<file path="config.mk">
export PLATFORM = sky130hd
export DESIGN_NAME = src_operand_seq
export DESIGN_NICKNAME = d
export VERILOG_FILES = /design/src/rtl/src_seq_pkg.sv /design/src/rtl/src_seq_lfsr.sv /design/src/rtl/src_operand_seq.sv
export SDC_FILE = /design/constraint.sdc
export NUM_CORES = 1
export LEC_CHECK = 0
export CAP_MARGIN = 10
export CORE_AREA = 5 5 100 65
export DETAILED_ROUTE_END_ITERATION = 10
export DIE_AREA = 0 0 105 70
export PLACE_DENSITY_LB_ADDON = 0.25
export SLEW_MARGIN = 20
export SYNTH_ARGS = -nofsm -noshare
export SYNTH_HDL_FRONTEND = slang
export SYNTH_SLANG_ARGS = --single-unit
</file>
<file path="constraint.sdc">
create_clock -name clk -period 4.6 [get_ports clk]
set_input_delay 1.38 -clock clk [delete_from_list [all_inputs] [get_ports clk]]
set_output_delay 1.38 -clock clk [all_outputs]
set_load 0.02 [all_outputs]
</file>
<file path="src/rtl/src_seq_pkg.sv">
// Shared types and constants for the source operand sequencer (src_operand_seq).
// Optional LFSR support is controlled by SRC_OPERAND_SEQ_LFSR_EN in the top module.
package src_seq_pkg;

  typedef enum logic [1:0] {
    IDLE  = 2'd0,
    DRIVE = 2'd1,
    DONE  = 2'd2
  } state_t;

  localparam int VEC_W  = 4;
  localparam int LFSR_W = 8;

  // Fibonacci feedback taps; the register shifts left and the XOR enters bit 0.
  localparam int LFSR_TAP0 = 7;
  localparam int LFSR_TAP1 = 5;
  localparam int LFSR_TAP2 = 4;
  localparam int LFSR_TAP3 = 3;

  localparam logic [15:0] CNT_SAT = 16'hFFFF;

  function automatic logic [LFSR_W-1:0] lfsr_next(input logic [LFSR_W-1:0] s);
    return {s[LFSR_W-2:0], s[LFSR_TAP0] ^ s[LFSR_TAP1] ^ s[LFSR_TAP2] ^ s[LFSR_TAP3]};
  endfunction

endpackage

</file>
<file path="src/rtl/src_seq_lfsr.sv">
// 8-bit load/advance LFSR supplying the operand vector in LFSR mode.
// Only instantiated when SRC_OPERAND_SEQ_LFSR_EN is defined; a zero seed is replaced by 8'h01.
module src_seq_lfsr
  import src_seq_pkg::*;
#(
  parameter logic [LFSR_W-1:0] SEED = 8'hA5
) (
  input  logic             clk,
  input  logic             rst,
  input  logic             i_load,
  input  logic             i_adv,
  output logic [VEC_W-1:0] o_vec
);

  localparam logic [LFSR_W-1:0] SEED_EFF = (SEED == '0) ? LFSR_W'(1) : SEED;

  logic [LFSR_W-1:0] r_lfsr;

  always_ff @(posedge clk) begin
    if (rst) begin
      r_lfsr <= '0;
    end else if (i_load) begin
      r_lfsr <= SEED_EFF;
    end else if (i_adv) begin
      r_lfsr <= lfsr_next(r_lfsr);
    end
  end

  assign o_vec = r_lfsr[VEC_W-1:0];

endmodule

</file>
<file path="src/rtl/src_operand_seq.sv">
// Bounded operand-vector generator (exhaustive count or LFSR) with per-vector hold and ones counter.
// LFSR mode is built only when SRC_OPERAND_SEQ_LFSR_EN is defined; otherwise mode is ignored.
module src_operand_seq
  import src_seq_pkg::*;
#(
  parameter int unsigned NUM_VEC   = 16,
  parameter int unsigned HOLD      = 1,
  parameter logic [7:0]  LFSR_SEED = 8'hA5
) (
  input  logic        clk,
  input  logic        rst,
  input  logic        start,
  input  logic        mode,
  input  logic        data_out,
  output logic [1:0]  data_inA,
  output logic [1:0]  data_inB,
  output logic        vec_valid,
  output logic        busy,
  output logic        done,
  output logic [15:0] vec_idx,
  output logic [15:0] ones_cnt
);

  localparam logic [7:0]  HOLD_LAST = 8'(HOLD - 1);
  localparam logic [15:0] VEC_LAST  = 16'(NUM_VEC - 1);

  state_t            r_state;
  state_t            w_state_nxt;
  logic [7:0]        r_hold;
  logic [15:0]       r_vec_idx;
  logic [15:0]       r_ones;
  logic              w_last_hold;
  logic              w_last_vec;
  logic              w_start_acc;
  logic              w_advance;
  logic [VEC_W-1:0]  w_vec;

  assign w_start_acc = (r_state == IDLE) && start;
  assign w_last_hold = (r_hold == HOLD_LAST);
  assign w_last_vec  = (r_vec_idx == VEC_LAST);
  assign w_advance   = (r_state == DRIVE) && w_last_hold && !w_last_vec;

  always_ff @(posedge clk) begin
    if (rst) begin
      r_state <= IDLE;
    end else begin
      r_state <= w_state_nxt;
    end
  end

  always_comb begin
    w_state_nxt = r_state;
    unique case (r_state)
      IDLE:    if (start) w_state_nxt = DRIVE;
      DRIVE:   if (w_last_hold && w_last_vec) w_state_nxt = DONE;
      DONE:    w_state_nxt = IDLE;
      default: w_state_nxt = IDLE;
    endcase
  end

  // Hold counter is left at HOLD-1 after the final vector; the next start clears it.
  always_ff @(posedge clk) begin
    if (rst) begin
      r_hold    <= '0;
      r_vec_idx <= '0;
      r_ones    <= '0;
    end else if (w_start_acc) begin
      r_hold    <= '0;
      r_vec_idx <= '0;
      r_ones    <= '0;
    end else if (r_state == DRIVE) begin
      if (w_last_hold) begin
        if (data_out && (r_ones != CNT_SAT)) r_ones <= r_ones + 16'd1;
        if (!w_last_vec) begin
          r_vec_idx <= r_vec_idx + 16'd1;
          r_hold    <= '0;
        end
      end else begin
        r_hold <= r_hold + 8'd1;
      end
    end
  end

`ifdef SRC_OPERAND_SEQ_LFSR_EN
  logic             r_mode;
  logic [VEC_W-1:0] w_lfsr_vec;

  always_ff @(posedge clk) begin
    if (rst) begin
      r_mode <= 1'b0;
    end else if (w_start_acc) begin
      r_mode <= mode;
    end
  end

  src_seq_lfsr #(
    .SEED(LFSR_SEED)
  ) u_lfsr (
    .clk    (clk),
    .rst    (rst),
    .i_load (w_start_acc),
    .i_adv  (w_advance),
    .o_vec  (w_lfsr_vec)
  );

  assign w_vec = r_mode ? w_lfsr_vec : r_vec_idx[VEC_W-1:0];
`else
  logic w_unused;
  assign w_unused = ^{mode, LFSR_SEED, w_advance};
  assign w_vec    = r_vec_idx[VEC_W-1:0];
`endif

  always_comb begin
    vec_valid = 1'b0;
    busy      = 1'b0;
    done      = 1'b0;
    data_inA  = 2'b00;
    data_inB  = 2'b00;
    unique case (r_state)
      DRIVE: begin
        vec_valid = 1'b1;
        busy      = 1'b1;
        data_inA  = w_vec[3:2];
        data_inB  = w_vec[1:0];
      end
      DONE:    done = 1'b1;
      default: ;
    endcase
  end

  assign vec_idx  = r_vec_idx;
  assign ones_cnt = r_ones;

endmodule

</file>
-- Word-level counts from Yosys, hierarchy flattened
Index checks and enable logic that the tools add are counted.
- $add $sub $neg: 3
- bitwise logic cells: 1
- muxes and demuxes: 9
- reductions and logical operators: 10
- equality and inequality tests: 7
- operators with widths (cell ; count):
    $add 16x1->16 const B ; 2
    $eq 16x4->1 const B ; 1
    $mux 8 ; 2
    $ne 16x16->1 const B ; 1
    $add 8x1->8 const B ; 1
    $logic_not 8->1 ; 1
    $mux 2 ; 4
    $ne 2x2->1 const B ; 3
    $reduce_and 3->1 ; 2
    $pmux 2 s2 ; 1
    $reduce_and 2->1 ; 2
    $logic_and 1x1->1 ; 3
    $eq 2x1->1 const B ; 1
    $eq 2x2->1 const B ; 1
    $logic_not 2->1 ; 1
    $mux 1 ; 2
    $reduce_or 2->1 ; 1
    $not 1->1 ; 1
- logic and storage cells: 34
- output and inout bits: 39
- flip-flop bits (word level): 42

-- Logic depth before layout (Yosys ltp)
Gate-level depths: netlist of run 1.
- word-level depth: 4
- depth in mapped cells: 8

-- Worst setup path after synthesis of run 1
No wires, ideal clock.
- path type: input to register
- from: input port data_out
- to: register r_ones[13], in the netlist ones_cnt[13]
- required time: 4529 ps
- path slack: 2122 ps
- arrival: 2408 ps
- library setup time: 71 ps
- cell stages on the path: 5
- cell sequence: and3_1 > nand4_1 > or2_0 > or3_1 > a21oi_1
- cells in the longest elaborated chain, start to end: 2
- RTL lines (what ; line ; RTL):
    start, declared ; src_operand_seq.sv:14 ; input logic data_out,
    $logic_and 1x1->1 ; src_operand_seq.sv:73 ; if (data_out && (r_ones != CNT_SAT)) r_ones <= r_ones + 16'd1;
    $reduce_and 3->1 (no source line) ; -- ;
    end signal, assigned ; src_operand_seq.sv:73 ;
    end, declared ; src_operand_seq.sv:31 ; logic [15:0] r_ones;
No other way between the ends.
A chain may end at the register's enable or synchronous reset.

-- Worst setup path after layout of run 1
- from: register r_state[1]
- to: output port data_inB[0]
- cells in the longest elaborated chain, start to end: 2
- RTL lines (what ; line ; RTL):
    start, declared ; src_operand_seq.sv:27 ; state_t r_state;
    start signal, assigned ; src_operand_seq.sv:47 ; r_state <= w_state_nxt;
    $eq 2x1->1 ; src_operand_seq.sv:119 ; unique case (r_state)
    $mux 2 ; src_operand_seq.sv:119 ;
    end, declared ; src_operand_seq.sv:16 ; output logic [1:0] data_inB,
No other way between the ends.

==> reports/results.ini, run 1 <==
[synth]
netlist_area_um2 = 2102
synthesis.nets = 256
synth_enable_flop_cells = 0
postSynthAreaPerCell_um2 = 8.510
synth.lib_cells_used.distinct = 38
yosys_register_bits = 42
synth_flop_cell = dfxtp_1
synthesis.instances = 247
postSynth.asyncResetShare_pct = 0
part_of_the_yosys_area_used_for_sequential_elements_pct = 40.00
yosysWarningCount = 0

[placed_design]
dpl_worst_slack_ns = 1.382
number_of_placed_instances_taps_included = 349
post-dp-hpwl_um = 3783
gp_congestion = 0.8451
portBuffers = 42
instance_area_at_placement_um2 = 2579

[worst_setup_path]
critPathArrivalTime_ns = 2.17
crit_path_max_fanout = 12
critPathLaunch = r_state[1]
path_cells = nand2b_1 -> clkinv_1 -> and2_1 -> clkdlybuf4s50_1
worstSetupStartpointType = register
path_buf_inv = 2
crit_type = register to primary output
required_ns = 3.22
rrSetupSlack_ns = 2.33
timing.critical_path.slowest_cell_delay_ns = 0.54
worst_path_max_delay_cell = clkdlybuf4s50_1
timing.critical_path.to_type = primary output
worstReg2RegStart = r_hold[0]
cpLargestDelayFamily = buffers and inverters

[global_routing]
antenna_found_initial = 0
first_global_vias = 1669
grt_overflow = 0
grt_start_max_net_pins = 23
global_route_wire_length_before_repair_um = 8631
gr-usage-all-layers_pct = 14.12

[final_layout]
final_design_area_excluding_fillers_um2 = 2696
final_cell_mix = 42 x clkdlybuf4s50_1, 42 x dfxtp_1, 34 x nor2_1, 26 x xnor2_1
area.growth.synth_to_final_pct = 28.27
final_cell_count_no_fill = 357
number_of_diodes = 0
nets_finish = 296
drive_above_1_share_pct = 4.861
post-route-util_pct = 49.82

[routing]
first_iteration_detailed_routing_drc_count = 77
vias_per_cell = 5.218
drt_drc_violations_left = 0
routed_wirelength_um = 5160
detail-route-antenna-nets = 0
drt_pre_antenna_iters = 4
top_signal_layer_used = met4
met3_length_um = 286
via_count = 1863
wl_met2_um = 1966
wl_per_cell_um = 14.45
met1_length_um = 2871

[timing]
report.final.hold_viol_count = 0
rsz0062_at_grt = false
tns_ns = 0
setup-violations-final = 0
minimum_clock_period_ns = 3.547
timing.clock.skew_ns = 0.009329
slew_limit_fails = 0
max-slew-margin-rel_pct = 51.86
period_share_pct = 77.12
max_slew.worst_pin.slew_ns = 0.7167
maxClockFrequency_ghz = 0.2819
worst_slack_ns = 1.053
whs_ns = 0.5257

[hold_path]
worstHoldPathType = register to register
hold_start = vec_idx[13]

[floorplanning]
ioPinCount = 44
placeableCoreArea_um2 = 5413
die_y_um = 70
rows = 21
dieArea_um2 = 7350
floorplan.initialDensity_pct = 38.83
die-width_um = 105

[clock_tree]
post_cts_resized = 0
cts_buffers = 5
post_cts_buffers = 0
cts_root_buffer = clkbuf_8
cts_hold_buf = 0
clock_pin_transition_on_the_worst_setup_and_hold_timing_paths_ns = 0.09
clock_tree.buffer_depth = 2
clock_latency_ns = 0.29
clkSinkCount = 42
cts-htree-levels = 2
cts_tree = yes

[power_and_ir_drop]
worst_ir_drop_vdd_mv = 0.1128
power_leakage_nw = 0.8488
power_per_cell_area_nw_per_um2 = 257.9
finalPower_uw = 695.4

[status]
outcome = completed

[run]
max_cap_check_violation_count = 0

state kept, by name, indices dropped and copies added (netlist names):
signal / count
ones_cnt: 16
r_hold: 8
r_state: 2
vec_idx: 16
where the power goes:
group | leakage [nW] | switching [mW] | internal (mW)
combinational | 0.452 | 0.0240 | 0.0123
sequential | 0.339 | 0.00329 | 0.365
clock | 0.0579 | 0.131 | 0.160
total | 0.849 | 0.158 | 0.537
worst reg2reg max path: cells and delay by family (launching register included):
family | cells | cell delay, ns
adders and majority gates | 1 | 0.16
DFF | 1 | 0.34
buffers and inverters | 1 | 0.09
and+or+nand+nor | 4 | 1.40
xor gates and xnor gates | 1 | 0.18
Yosys cell counts (all sizes together) (7+ instances only):
cell	instances	area, µm²
nor2	34	127.6
dfxtp	42	840.8
nand3	13	65.06
nor4	14	87.58
inv	7	26.28
xnor2	26	227.7
o21ai	7	35.03
nor3	14	75.07
nand4	11	83.83
a21oi	9	45.04
nand2	12	45.04
layer usage:
layer | GRT usage, % | vias up
met2 | 18.20 | 35
li1 | - | 954
met1 | 21.84 | 872
met4 | 3.546 | 0
met3 | 4.696 | 2
met5 | 0 | -
cell families after synthesis:
family / share of synthesized area [%]
xor gates and xnor gates: 12.50
adders and majority gates: 2.381
and+or+nand+nor: 35.42
DFF: 40.00
buffers and inverters: 3.512
AOI/OAI and AO/OA: 6.191
path summary, 6_finish.rpt:
kind / endpoint / cells after the start
min reg2reg: vec_idx[13] / 2
max reg2reg: vec_idx[0] / 7
min: vec_idx[13] / 2
max: data_inB[0] / 4
final cells by class:
cell class	count	area [µm²]
inverter	8	30.03
tap	69	86.33
sequential	42	840.8
multi-input combinational	187	1202
clock inverter	3	40.04
timing repair buffer	43	427.9
fill	537	2716
clock buffer	5	68.82
Note: power is estimated with default switching activity, not from simulation.
==> run 2, diff against run 1 <==
==> constraint.sdc (replaced) <==
create_clock -name clk -period 3.3 [get_ports clk]
set_input_delay 0.99 -clock clk [delete_from_list [all_inputs] [get_ports clk]]
set_output_delay 0.99 -clock clk [all_outputs]
set_load 0.02 [all_outputs]
==> reports/results.ini, run 2 (synthesis gave the netlist of run 1 again) <==
[final_layout]
post-route-util_pct = 49.47  ; -0.35 points
nets_finish = 299  ; +1.0%
final_design_area_excluding_fillers_um2 = 2678  ; -0.70%
drive_above_1_share_pct = 4.828  ; -0.034 points
final_cell_mix = 42 x clkdlybuf4s50_1, 42 x dfxtp_1, 34 x nor2_1, 26 x xnor2_1
seqCellArea_um2 = 840.8  ; unchanged
number_of_diodes = 0  ; unchanged
multiInputGateArea_um2 = 1194  ; -0.73%
n_fill_cell = 545  ; +1.5%
area.growth.synth_to_final_pct = 27.38
final_cell_count_no_fill = 359  ; +0.56%

[timing]
setup-violations-final = 0  ; unchanged
timing.clock.skew_ns = 0.003677  ; -0.005652 ns
whs_ns = 0.5208  ; -0.004882 ns
tns_ns = 0  ; unchanged
max-slew-margin-rel_pct = 62.78  ; +11 points
max_slew.worst_pin.slew_ns = 0.5583  ; -0.1584 ns
minimum_clock_period_ns = 3.038
report.final.hold_viol_count = 0  ; unchanged
slew_limit_fails = 0  ; unchanged
worst_slack_ns = 0.2621  ; -0.7906 ns
period_share_pct = 92.06
rsz0062_at_grt = false
maxClockFrequency_ghz = 0.3292

[worst_setup_path]
r2r_cells = 7  ; unchanged
worstReg2RegStart = r_hold[0]
path_cells = nand2b_1 -> clkinv_1 -> and2_1 -> clkdlybuf4s50_1
timing.critical_path.to_type = primary output
crit_type = register to primary output
path_buf_inv = 2  ; unchanged
timing.critical_path.slowest_cell_delay_ns = 0.54  ; about the same
critPathArrivalTime_ns = 2.05  ; -0.12 ns
critical_path_depth = 4  ; unchanged
rrSetupSlack_ns = 1.00  ; -1.33 ns
reg2reg_to = vec_idx[0]
required_ns = 2.31  ; -0.91 ns
cpLargestDelayFamily = buffers and inverters
crit_path_max_fanout = 8  ; -4
worstSetupStartpointType = register
worst_path_max_delay_cell = clkdlybuf4s50_1

[clock_tree]
clkSinkCount = 42  ; unchanged
cts_buffers = 5  ; unchanged
cts_tree = yes
clock_latency_ns = 0.28  ; about the same
clock_tree.buffer_depth = 2  ; unchanged
post_cts_resized = 0  ; unchanged
cts-htree-levels = 2  ; unchanged
clock_pin_transition_on_the_worst_setup_and_hold_timing_paths_ns = 0.07  ; -0.02 ns
post_cts_buffers = 0  ; unchanged
cts_hold_buf = 0  ; unchanged
cts_root_buffer = clkbuf_8

[status]
outcome = completed

[floorplanning]
floorplan.initialDensity_pct = 38.83  ; unchanged
ioPinCount = 44  ; unchanged
rows = 21  ; unchanged
die-width_um = 105  ; unchanged
die_y_um = 70  ; unchanged
placeableCoreArea_um2 = 5413  ; unchanged
dieArea_um2 = 7350  ; unchanged

[routing]
drt_pre_antenna_iters = 4  ; unchanged
detail-route-antenna-nets = 0  ; unchanged
via_count = 1894  ; +1.7%
routed_wirelength_um = 5259  ; +1.9%
first_iteration_detailed_routing_drc_count = 121  ; +57%
vias_per_cell = 5.276  ; +1.1%
drt_drc_violations_left = 0  ; unchanged
wl_per_cell_um = 14.65  ; +1.4%

[placed_design]
gp_congestion = 0.8251  ; -2.4%
instance_area_at_placement_um2 = 2601  ; +0.87%
portBuffers = 42  ; unchanged
number_of_placed_instances_taps_included = 352  ; +0.86%
dpl_worst_slack_ns = 0.4898  ; -0.8923 ns
post-dp-hpwl_um = 3885  ; +2.7%

[power_and_ir_drop]
worst_ir_drop_vdd_mv = 0.1550  ; +37%
internal-power_uw = 674.2  ; +25%
power_per_cell_area_nw_per_um2 = 326.3  ; +27%
pwr-share-comb_pct = 6.1  ; +0.9 points
netSwitchingPower_uw = 199.6  ; +26%
switching_share_pct = 22.84  ; +0.12 points
sequential_fraction_of_design_power_pct = 58.8  ; +5.8 points
finalPower_uw = 873.8  ; +26%
power_leakage_nw = 0.8274  ; -2.5%
power.share.clock_pct = 35.2  ; -6.6 points

[global_routing]
antenna_found_initial = 0  ; unchanged
first_global_vias = 1789  ; +7.2%
grt_start_max_net_pins = 24  ; +4.3%
gr-usage-all-layers_pct = 14.65  ; +0.53 points
grt_overflow = 0  ; unchanged
global_route_wire_length_before_repair_um = 8914  ; +3.3%

[run]
max_cap_check_violation_count = 0  ; unchanged

[hold_path]
hold_start = vec_idx[13]
worstHoldPathType = register to register
hold_path_end = vec_idx[13]
min_path_cells = 2  ; unchanged

[run 2: cell count changes in the layout (fill, tap and decap cells not counted)]
| cell | change |
|---|---|
| buf_4 | +3 |
| bufinv_16 | -1 |
| clkbuf_1 | +2 |
| clkinv_2 | -2 |
| nor4_2 | +1 |
| nor4_4 | -1 |
[run 2: worst max path at each step]
stage               startpoint           end  slack (ns)
floorplan             data_out  ones_cnt[13]        1.21
global placement      data_out  ones_cnt[13]        0.50
detailed placement    data_out  ones_cnt[13]        0.49
CTS                 r_state[1]   data_inB[0]        0.24
global route        r_state[1]   data_inB[0]        0.18
finish              r_state[1]   data_inB[0]        0.26
[run 2: worst min-delay path, cell delays in order (launching register included)]
cell     delay [ns]
dfxtp_1        0.35
o31ai_1        0.08
a21oi_1        0.06
[run 2: power by group through the flow]
| stage | Clock [mW] | Combinational, mW | Sequential, mW |
|---|---|---|---|
| 6_report | 0.307 | 0.0530 | 0.514 |
| 5_1_grt | 0.340 | 0.0580 | 0.514 |
| 4_1_cts | 0.323 | 0.0537 | 0.513 |
| 3_5_place_dp | 0 | 0.0535 | 0.525 |
| 3_3_place_gp | 0 | 0.0533 | 0.525 |
| 2_1_floorplan | 0 | 0.0284 | 0.527 |
[run 2: layer usage]
| layer | routed length, µm | GRT usage [%] | up-vias | part of all wire, % |
|---|---|---|---|---|
| met4 | 34 | 4.113 | 0 | 0.65 |
| met5 | 0 | 0 | - | 0 |
| met2 | 2137 | 19.80 | 45 | 41 |
| met1 | 2781 | 22.33 | 880 | 53 |
| met3 | 306 | 3.959 | 2 | 5.8 |
| li1 | - | - | 967 | - |
[run 2: layout make-up]
cell class | count | area share, %
sequential | 42 | 31.40
inverter | 8 | 1.121
multi-input combinational | 187 | 44.58
clock buffer | 7 | 2.850
tap | 69 | 3.224
timing repair buffer | 46 | 16.82
==> run 3, diff against run 2 <==
--- a/config.mk
+++ b/config.mk
@@ -6,9 +6,11 @@
 export NUM_CORES = 1
 export LEC_CHECK = 0
 export CAP_MARGIN = 10
-export CORE_AREA = 5 5 100 65
+export CELL_PAD_IN_SITES_DETAIL_PLACEMENT = 1
+export CELL_PAD_IN_SITES_GLOBAL_PLACEMENT = 1
+export CORE_AREA = 5 5 104 67
 export DETAILED_ROUTE_END_ITERATION = 10
-export DIE_AREA = 0 0 105 70
+export DIE_AREA = 0 0 109 72
 export PLACE_DENSITY_LB_ADDON = 0.25
 export SLEW_MARGIN = 20
 export SYNTH_ARGS = -nofsm -noshare
==> reports/results.ini, run 3 (synthesis gave the netlist of run 1 again) <==
[placed_design]
post-dp-hpwl_um = 4499  ; +16%
gp_congestion = 0.7828  ; -5.1%
portBuffers = 42  ; unchanged

[hold_path]
hold_path_end = vec_idx[13]
worstHoldPathType = register to register
min_path_cells = 2  ; unchanged
hold_start = vec_idx[13]

[floorplanning]
placeableCoreArea_um2 = 5918  ; +9.3%
rows = 22  ; +4.8%
ioPinCount = 44  ; unchanged
die_y_um = 72  ; +2.9%
dieArea_um2 = 7848  ; +6.8%
floorplan.initialDensity_pct = 35.52  ; -3.3 points
die-width_um = 109  ; +3.8%

[timing]
rsz0062_at_grt = false
timing.clock.skew_ns = 0.008334  ; +0.004657 ns
tns_ns = 0  ; unchanged
max_slew.worst_pin.slew_ns = 0.6333  ; +0.07508 ns
max-slew-margin-rel_pct = 57.78  ; -5.0 points
period_share_pct = 94.97  ; +2.9 points
maxClockFrequency_ghz = 0.3191  ; -3.1%
setup-violations-final = 0  ; unchanged
slew_limit_fails = 0  ; unchanged
minimum_clock_period_ns = 3.134  ; +0.09598 ns
report.final.hold_viol_count = 0  ; unchanged

[power_and_ir_drop]
pwr-share-comb_pct = 6.0  ; about the same
worst_ir_drop_vdd_mv = 0.1945  ; +25%
power.share.clock_pct = 38.2  ; +3.0 points
sequential_fraction_of_design_power_pct = 55.7  ; -3.1 points
power_leakage_nw = 0.8415  ; +1.7%
power_per_cell_area_nw_per_um2 = 339.1  ; +3.9%
netSwitchingPower_uw = 224.5  ; +12%
internal-power_uw = 697.6  ; +3.5%
switching_share_pct = 24.35  ; +1.5 points

[clock_tree]
post_cts_resized = 0  ; unchanged
cts_buffers = 5  ; unchanged
clock_latency_ns = 0.30  ; +0.02 ns
clock_tree.buffer_depth = 2  ; unchanged
cts_root_buffer = clkbuf_8
post_cts_buffers = 0  ; unchanged
cts_hold_buf = 0  ; unchanged
clkSinkCount = 42  ; unchanged
cts_tree = yes
clock_pin_transition_on_the_worst_setup_and_hold_timing_paths_ns = 0.08  ; about the same
cts-htree-levels = 2  ; unchanged

[worst_setup_path]
required_ns = 2.31  ; about the same
worstSetupStartpointType = register
cpLargestDelayFamily = buffers and inverters
reg2reg_to = vec_idx[0]
timing.critical_path.to_type = primary output
timing.critical_path.slowest_cell_delay_ns = 0.54  ; about the same
path_cells = nand2b_1 -> clkinv_1 -> and2_1 -> clkdlybuf4s50_1
crit_path_max_fanout = 9  ; +1
worstReg2RegStart = r_hold[0]
critPathLaunch = r_state[1]
r2r_cells = 7  ; unchanged
rrSetupSlack_ns = 0.86  ; -0.14 ns
worst_path_max_delay_cell = clkdlybuf4s50_1
path_buf_inv = 2  ; unchanged
crit_type = register to primary output
critPathArrivalTime_ns = 2.14  ; +0.09 ns

[final_layout]
number_of_diodes = 0  ; unchanged
n_fill_cell = 713  ; +31%
nets_finish = 300  ; +0.33%
final_cell_mix = 42 x clkdlybuf4s50_1, 42 x dfxtp_1, 34 x nor2_1, 26 x xnor2_1
drive_above_1_share_pct = 5.822  ; +0.99 points
area.growth.synth_to_final_pct = 29.35
post-route-util_pct = 45.94  ; -3.5 points

[global_routing]
global_route_wire_length_before_repair_um = 10230  ; +15%
grt_start_max_net_pins = 23  ; -4.2%
antenna_found_initial = 0  ; unchanged
gr-usage-all-layers_pct = 16.63  ; +2.0 points
first_global_vias = 1951  ; +9.1%
grt_overflow = 0  ; unchanged

[routing]
routed_wirelength_um = 6137  ; +17%
detail-route-antenna-nets = 0  ; unchanged
drt_pre_antenna_iters = 4  ; unchanged
vias_per_cell = 5.181  ; -1.8%
first_iteration_detailed_routing_drc_count = 92  ; -24%
via_count = 1948  ; +2.9%
wl_per_cell_um = 16.32  ; +11%
drt_drc_violations_left = 0  ; unchanged

[status]
outcome = completed

[run]
max_cap_check_violation_count = 0  ; unchanged

run 3: cell count changes in the layout (fill, tap and decap cells not counted):
cell	change
clkbuf_8	+1
buf_4	+1
clkinv_2	+1
clkbuf_1	-1
run 3: per-layer routing:
metal	track usage [%]	part of all wire, %
met1	25.51	56
met2	23.06	40
met3	3.289	2.6
met4	5.042	1.2
met5	0	0
run 3: worst min-delay path, stage by stage (launching register included):
cell and delay, ns:
dfxtp_1 0.35, o31ai_1 0.08, a21oi_1 0.06
run 3: worst max path at each step:
stage	cells after the start	to
2_1_floorplan	5	ones_cnt[13]
3_3_place_gp	4	data_inA[0]
3_5_place_dp	4	data_inA[0]
4_1_cts	4	data_inA[0]
5_1_grt	4	data_inA[0]
6_report	4	data_inA[0]
run 3: stage by stage:
step / instances / area (µm²) / worst slack [ns] / total power [mW] / hold slack, ns
after floorplan: 247 / 2102 / 1.212 / 0.5550 / 0.4630
after global placement: 368 / 2628 / 0.5857 / 0.5792 / 0.5015
after detailed placement: 368 / 2628 / 0.5298 / 0.5812 / 0.5230
final: 376 / 2719 / 0.1661 / 0.9220 / 0.5361
after global routing: 376 / 2719 / 0.05076 / 0.9574 / 0.5716
after CTS: 376 / 2719 / 0.1905 / 0.9352 / 0.5379
run 3: final cells by class:
type,count,area [µm²],share of cell area (%)
Clock buffer,7,86.33,3.175
Clock inverter,1,5.005,0.1841
Inverter,8,30.03,1.104
Multi-Input combinational cell,187,1194,43.90
Sequential cell,42,840.8,30.92
Tap cell,84,105.1,3.866
Timing Repair Buffer,47,457.9,16.84
run 3: power groups by stage:
| stage | clock network (mW) | logic [mW] | registers (mW) |
|---|---|---|---|
| 2_1_floorplan | 0 | 0.0284 | 0.527 |
| 3_3_place_gp | 0 | 0.0539 | 0.525 |
| 3_5_place_dp | 0 | 0.0555 | 0.526 |
| 4_1_cts | 0.365 | 0.0561 | 0.514 |
| 5_1_grt | 0.382 | 0.0604 | 0.515 |
| 6_report | 0.352 | 0.0558 | 0.514 |
